===== config.mk =====
export PLATFORM = sky130hd
export DESIGN_NAME = sync_fifo_param
export DESIGN_NICKNAME = d
export VERILOG_FILES = /design/src/rtl/sync_fifo_param.sv
export SDC_FILE = /design/constraint.sdc
export NUM_CORES = 1
export LEC_CHECK = 0
export CORE_MARGIN = 3
export CORE_UTILIZATION = 55
export DETAILED_ROUTE_END_ITERATION = 12
export HOLD_SLACK_MARGIN = 0.03
export PLACE_DENSITY_LB_ADDON = 0.25
export SETUP_SLACK_MARGIN = 0.1
export SLEW_MARGIN = 20
export SYNTH_ARGS = -nofsm -noshare
export SYNTH_HDL_FRONTEND = slang
export SYNTH_SLANG_ARGS = --single-unit

===== constraint.sdc =====
create_clock -name clk -period 3.5 [get_ports clk]
set_clock_uncertainty 0.1 [all_clocks]
set_input_delay 0.525 -clock clk [delete_from_list [all_inputs] [get_ports clk]]
set_output_delay 0.525 -clock clk [all_outputs]
set_load 0.02 [all_outputs]

===== src/rtl/sync_fifo_param.sv =====
`default_nettype none
// ============================================================================
//  Module   : sync_fifo_param
//  Purpose  : Single-clock parametrised FIFO with occupancy count, watermarks,
//             read-valid strobe and sticky overflow/underflow flags.
//             Define FIFO_FWFT_EN for first-word-fall-through reads.
//  Revision : 1.0  initial release
// ============================================================================
module sync_fifo_param #(
    parameter int DATA_W   = 8,
    parameter int DEPTH    = 16,
    parameter int AF_LEVEL = 14,
    parameter int AE_LEVEL = 2
) (
    input  logic                         clk,
    input  logic                         rst,
    input  logic [DATA_W-1:0]            wdata,
    input  logic                         wr,
    input  logic                         rd,
    input  logic                         clr_err,
    output logic [DATA_W-1:0]            rdata,
    output logic                         rd_valid,
    output logic                         full,
    output logic                         empty,
    output logic                         almost_full,
    output logic                         almost_empty,
    output logic [$clog2(DEPTH):0]       count,
    output logic                         overflow,
    output logic                         underflow
);

    localparam int ADDR_W = $clog2(DEPTH);
    localparam logic [ADDR_W:0] c_DEPTH_CNT = (ADDR_W+1)'(DEPTH);
    localparam logic [ADDR_W:0] c_AF_CNT    = (ADDR_W+1)'(AF_LEVEL);
    localparam logic [ADDR_W:0] c_AE_CNT    = (ADDR_W+1)'(AE_LEVEL);

    logic [DATA_W-1:0] r_mem [DEPTH];
    logic [ADDR_W-1:0] r_wptr;
    logic [ADDR_W-1:0] r_rptr;
    logic [ADDR_W:0]   r_count;
    logic              r_overflow;
    logic              r_underflow;
    logic              w_wr_acc;
    logic              w_rd_acc;

    // Status flags derive only from the registered count.
    assign full         = (r_count == c_DEPTH_CNT);
    assign empty        = (r_count == '0);
    assign almost_full  = (r_count >= c_AF_CNT);
    assign almost_empty = (r_count <= c_AE_CNT);
    assign count        = r_count;
    assign overflow     = r_overflow;
    assign underflow    = r_underflow;

    assign w_wr_acc = wr && !full;
    assign w_rd_acc = rd && !empty;

    always_ff @(posedge clk) begin
        if (w_wr_acc) begin
            r_mem[r_wptr] <= wdata;
        end
    end

    always_ff @(posedge clk) begin
        if (rst) begin
            r_wptr  <= '0;
            r_rptr  <= '0;
            r_count <= '0;
        end else begin
            if (w_wr_acc) begin
                r_wptr <= r_wptr + 1'b1;
            end
            if (w_rd_acc) begin
                r_rptr <= r_rptr + 1'b1;
            end
            case ({w_wr_acc, w_rd_acc})
                2'b10:   r_count <= r_count + 1'b1;
                2'b01:   r_count <= r_count - 1'b1;
                default: r_count <= r_count;
            endcase
        end
    end

    // A set in the same cycle as clr_err takes priority.
    always_ff @(posedge clk) begin
        if (rst) begin
            r_overflow  <= 1'b0;
            r_underflow <= 1'b0;
        end else begin
            if (wr && full) begin
                r_overflow <= 1'b1;
            end else if (clr_err) begin
                r_overflow <= 1'b0;
            end
            if (rd && empty) begin
                r_underflow <= 1'b1;
            end else if (clr_err) begin
                r_underflow <= 1'b0;
            end
        end
    end

`ifdef FIFO_FWFT_EN
    // Head word is presented directly; zero while empty so stale memory never leaks.
    assign rdata    = empty ? '0 : r_mem[r_rptr];
    assign rd_valid = !empty;
`else
    logic [DATA_W-1:0] r_rdata;
    logic              r_rd_valid;

    always_ff @(posedge clk) begin
        if (rst) begin
            r_rdata    <= '0;
            r_rd_valid <= 1'b0;
        end else begin
            r_rd_valid <= w_rd_acc;
            if (w_rd_acc) begin
                r_rdata <= r_mem[r_rptr];
            end
        end
    end

    assign rdata    = r_rdata;
    assign rd_valid = r_rd_valid;
`endif

endmodule
`default_nettype wire


* Yosys cells after proc, flatten, opt, wreduce, memory -nomap -nowiden
Memories as Yosys holds them, arrays and structs flattened. A register that Yosys moved wholly into a read port is not among the register bits. Cells that the tools add are included.
Word-level totals: bits in registers 16, bits in writable memories 128, word-level logic and storage cells 32, output and inout bits 20, memories 1, bits of input ports 13
Cells by class: muxes and demuxes 6, $lt $le $gt $ge 2, equality and inequality tests 3, reductions and logical operators 10, add/sub/neg operators 4
Memory list:
- r_mem | words 16, bits a word 8, read ports 1, clocked after Yosys merged registers in 1, wr ports 1, line 37 | logic [DATA_W-1:0] r_mem [DEPTH];
Operator list (count):
- 5-bit one-hot mux with 2 select lines | 1
- 4-bit by 1-bit adder with 4-bit output, second input constant | 2
- 2-bit nonzero test | 3
- 5-bit by 1-bit adder with 5-bit output, second input constant | 1
- 5-bit == test, second input constant | 1
- 5-bit by 4-bit >= comparator with 1-bit output, second input constant | 1
- 5-bit by 2-bit less-or-equal comparator with 1-bit output, second input constant | 1
- 5-bit zero test | 1
- 1-bit two-way mux | 5
- 5-bit by 1-bit subtractor with 5-bit output, second input constant | 1
- 1-bit logical AND | 4
- 2-bit by 1-bit == test with 1-bit output, second input constant | 1
- 2-bit == test, second input constant | 1
- 1-bit zero test | 2

* Longest topological paths before layout
word-level depth 5, mapped depth 13, depth with buffers taken out 11

* Worst setup path after synthesis
No wires, ideal clock.
path kind register to register, start register r_count[1], in the netlist count[1], end register r_count[4], in the netlist count[4], required time 3.277 ns, arrival time 2.715 ns, stages on the path, launching flop included 14, setup time 0.123 ns, buffers on the path 3, slack 0.562 ns, path through dfxtp_1 -> buf_2 -> nor4_4 -> a21oi_1 -> buf_2 -> ha_1 -> buf_2 -> xor2_1 -> ha_1 -> a21oi_1 -> nand2b_1 -> a21o_1 -> a21oi_1 -> mux2_1
On the way: longest elaborated chain between the ends 5
Ends and longest elaborated chain:
- from (decl) | line 40 | logic [ADDR_W:0] r_count;
- from (signal assigned) | line 77 | 2'b10: r_count <= r_count + 1'b1;
- from (signal assigned) | line 78 | 2'b01: r_count <= r_count - 1'b1;
- from (signal assigned) | line 79 | default: r_count <= r_count;
- 5-bit zero test * | line 48 | assign empty = (r_count == '0);
- 1-bit zero test * | line 56 | assign w_rd_acc = rd && !empty;
- 1-bit logical AND * | line 56
- named net w_rd_acc | line 44 | logic w_rd_acc;
- 2-bit by 1-bit == test with 1-bit output or 2-bit == test (tied branches) | line 76 | case ({w_wr_acc, w_rd_acc})
- 5-bit one-hot mux with 2 select lines or 2-bit nonzero test (tied branches)
The timed path passes the listed nets; every way through them passes the cells marked *. A chain may end at the register's enable or synchronous reset.

* Final worst setup path
start register r_count[1], in the netlist count[1], end register r_count[4], in the netlist count[4]
On the way: longest elaborated chain between the ends 5
Ends and longest elaborated chain (line):
- 5-bit == test or 5-bit zero test (tied branches) | 47, 48
- 1-bit zero test (on tied branches) | 55, 56
- 1-bit logical AND (on tied branches) | 55, 56
- 2-bit by 1-bit == test with 1-bit output or 2-bit == test (tied branches) | 76
- 5-bit one-hot mux with 2 select lines or 2-bit nonzero test (tied branches)
Parallel ways exist; a longest one is shown, timed or not.

==> results.sh <==
export IMPL_gp_congestion=0.911
export IMPL_p_switching_mw=1.46
export IMPL_rrSetupSlack_ps=580
export IMPL_slew_limit_headroom_pct=31.0
export IMPL_clk_latency_ps=400
export IMPL_area_delta_synth_final_pct=16.5
export IMPL_power_frac_comb_pct=23.0
export IMPL_worstPathRequired_ps=3690
export IMPL_cts_hold_buffers=0
export IMPL_async_reset_ff_share_pct=0
export IMPL_drive_gt1_share_pct=11.9
export IMPL_rsz0062_at_grt="false"
export IMPL_status="completed"
export IMPL_cts_buffers=17
export IMPL_synthCells=408
export IMPL_r2r_start="count[1]"
export IMPL_post_route_period_util_pct=83.4
export IMPL_synth_avg_cell_area_um2=15.2
export IMPL_ir_drop_uv=426
export IMPL_multi_input_area_um2=1690
export IMPL_crit_start="count[1]"
export IMPL_netlist_cell_type_count=41
export IMPL_nFillCells=776
export IMPL_cts_root_buf="clkbuf_16"
export IMPL_worstSetupPathType="flop to flop"
export IMPL_arrival_ps=3110
export IMPL_cts_tree="built"
export IMPL_seq_power_share_pct=43.7
export IMPL_reg2regPathDepth=11
export IMPL_p_total_mw=5.12
export IMPL_post_drt_wl_per_cell_um=20.6
export IMPL_tightest_slew_ps=1030
export IMPL_start_util_pct=56.6
export IMPL_synth_area_leaders="edfxtp_1 62%, mux2i_1 11%, dfxtp_1 7.8%, o22ai_1 3.3%, nor2_1 2.3%"
export IMPL_ant_nets=0
export IMPL_drtIter0Drc=252
export IMPL_fmax_mhz=343
export IMPL_synthFlopType="edfxtp_1"
export IMPL_htreeDepth=4
export IMPL_ys_seq_elements=152
export IMPL_hold_viol=0
export IMPL_crit_end="count[4]"
export IMPL_grt_max_degree=35
export IMPL_clockBufferDepth=2
export IMPL_power_density_nw_per_um2=709
export IMPL_drc=0
export IMPL_portBuffers=32
export IMPL_finalWorstSetupSlack_ps=581
export IMPL_setup_worst_path_end_class="flop"
export IMPL_reg2reg_to="count[4]"
export IMPL_cts_setup_buffers=0
export IMPL_utilization_pct=65.9
export IMPL_pin_count=33
export IMPL_power_leakage_nw=2.30
export IMPL_dr_total_vias=3480
export IMPL_pre_cts_ws_ps=360
export IMPL_die_area_um2=12600
export IMPL_clock_sinks=152
export IMPL_ctsResizeCount=0
export IMPL_register_area_um2=4330
export IMPL_yosys_area_top_type="edfxtp_1"
export IMPL_hold_path_class="flop to flop"
export IMPL_fin_setup_tns_ps=0
export IMPL_grt_use_total_pct=20.6
export IMPL_die_h_um=112
export IMPL_yosysWarnings=0
export IMPL_grt_ovfl_total=0
export IMPL_internal_power_mw=3.65
export IMPL_netlist_area_um2=6190
export IMPL_synth_top_cell_area_share_pct=62.1
export IMPL_fin_crit_ps=2920
export IMPL_yosysMostFrequentCell="edfxtp_1"
export IMPL_drv_slew=0
export IMPL_fp_row_count=38
export IMPL_setup_viol=0
export IMPL_cap_violations=0
export IMPL_place_hpwl_um=8070
export IMPL_synthTopCellsByCount="128 x edfxtp_1, 66 x mux2i_1, 38 x nor2_1, 33 x o22ai_1, 24 x dfxtp_1"
export IMPL_startpoint_type="flop"
export IMPL_switching_share_pct=28.6
export IMPL_num_antenna_cells=0
export IMPL_nets=472
export IMPL_ys_seq_area_share_pct=69.8
export IMPL_drt_pass1_iter_count=4
export IMPL_power_frac_clock_pct=33.4
export IMPL_crit_fanout=10
export IMPL_core_area_um2=10900
export IMPL_grt_pass1_vias=3560
export IMPL_synth_edff_count=128
export IMPL_fp_dieW_um=112
export IMPL_synth_net_count=430
export IMPL_routed_wl_um=12400
export IMPL_grt_pass1_wl_um=19300
export IMPL_vias_per_cell=5.77
export IMPL_grt_antenna_before_repair=0
export IMPL_path_clk_slew_ps=60
layout make-up:
type                       count  share of cell area, %
clock buffer                  18                   5.95
timing repair buffer          47                   6.00
inverter                       6                  0.312
sequential                   152                   60.0
multi-input combinational    226                   23.4
tap                          140                   2.43
clock inverter                14                   1.86
sequential cells by signal, indices dropped and copies added (netlist names):
| register | flops |
|---|---|
| rd_valid | 1 |
| count | 5 |
| rdata | 8 |
| r_wptr | 4 |
| overflow | 1 |
| r_rptr | 4 |
| underflow | 1 |
| r_mem | 128 |
metal layers:
layer  GRT usage, %  up-vias  part of all wire (%)
met5              0        -                     0
met1           26.9     1703                    42
met3           4.96       17                   6.2
met4           8.09        0                   1.7
li1               -     1653                     -
met2           33.5      107                    50
critical path, stage by stage, from the launching register on:
cell	delay (ps)
dfxtp_1	430
nor4_4	390
a21boi_2	110
inv_2	70
ha_1	340
xor2_1	130
ha_1	210
a21oi_1	240
nand2b_1	100
a21o_1	180
a21oi_1	140
mux2_1	340
cell families (layout without fill, tap and decap cells):
| kind of cell | Yosys count | count (layout) | share of synthesized area (%) |
|---|---|---|---|
| AOI/OAI and AO/OA | 58 | 58 | 6.38 |
| xor gates and xnor gates | 9 | 9 | 1.27 |
| adders and majority gates | 9 | 9 | 1.82 |
| buffers and inverters | 30 | 85 | 2.93 |
| DFF | 152 | 152 | 69.8 |
| muxes | 67 | 67 | 10.9 |
| and+or+nand+nor | 83 | 83 | 6.91 |
through the flow:
stage | std cells | cell area (µm²) | hold WS [ps]
CTS | 603 | 7210 | 401
global route | 603 | 7210 | 444
global placement | 571 | 6650 | 393
floorplan | 408 | 6190 | 454
finish | 603 | 7210 | 400
detailed placement | 571 | 6650 | 393
worst min path at each step:
stage | from | endpoint | slack (ps) | depth (start not counted)
floorplan | r_wptr[0] | r_wptr[0] | 450 | 2
global placement | rdata[4] | rdata[4] | 390 | 2
detailed placement | rdata[3] | rdata[3] | 390 | 2
CTS | rdata[3] | rdata[3] | 400 | 2
global route | rdata[3] | rdata[3] | 440 | 2
finish | rdata[3] | rdata[3] | 400 | 2
power by group through the flow:
stage | combinational (mW) | sequential, mW | clock (mW)
2_1_floorplan | 0.709 | 2.30 | 0
3_3_place_gp | 1.14 | 2.26 | 0
3_5_place_dp | 1.17 | 2.27 | 0
4_1_cts | 1.18 | 2.23 | 1.73
5_1_grt | 1.28 | 2.25 | 1.82
6_report | 1.17 | 2.23 | 1.71
cells in the final DEF (no fill, tap or decap), types with 2 or more instances in the layout:
master / count
xor2_1: 7
nand2_1: 11
xnor2_1: 2
clkbuf_16: 17
o21ai_0: 2
edfxtp_1: 128
nor2_1: 38
nor4_2: 2
mux2i_1: 66
a211oi_1: 6
a211oi_2: 2
and2_1: 2
clkdlybuf4s50_1: 32
nor3_1: 5
clkinv_1: 2
nand3b_1: 3
a22oi_1: 3
o22ai_1: 33
nand2b_1: 5
dfxtp_1: 23
buf_4: 15
ha_1: 9
clkinv_2: 4
a21oi_1: 5
bufinv_16: 2
nand3_1: 2
nand4_1: 2
a21o_1: 2
nor4_1: 7
inv_1: 5
clkinvlp_4: 5
Power figures use the tool's default switching activity.
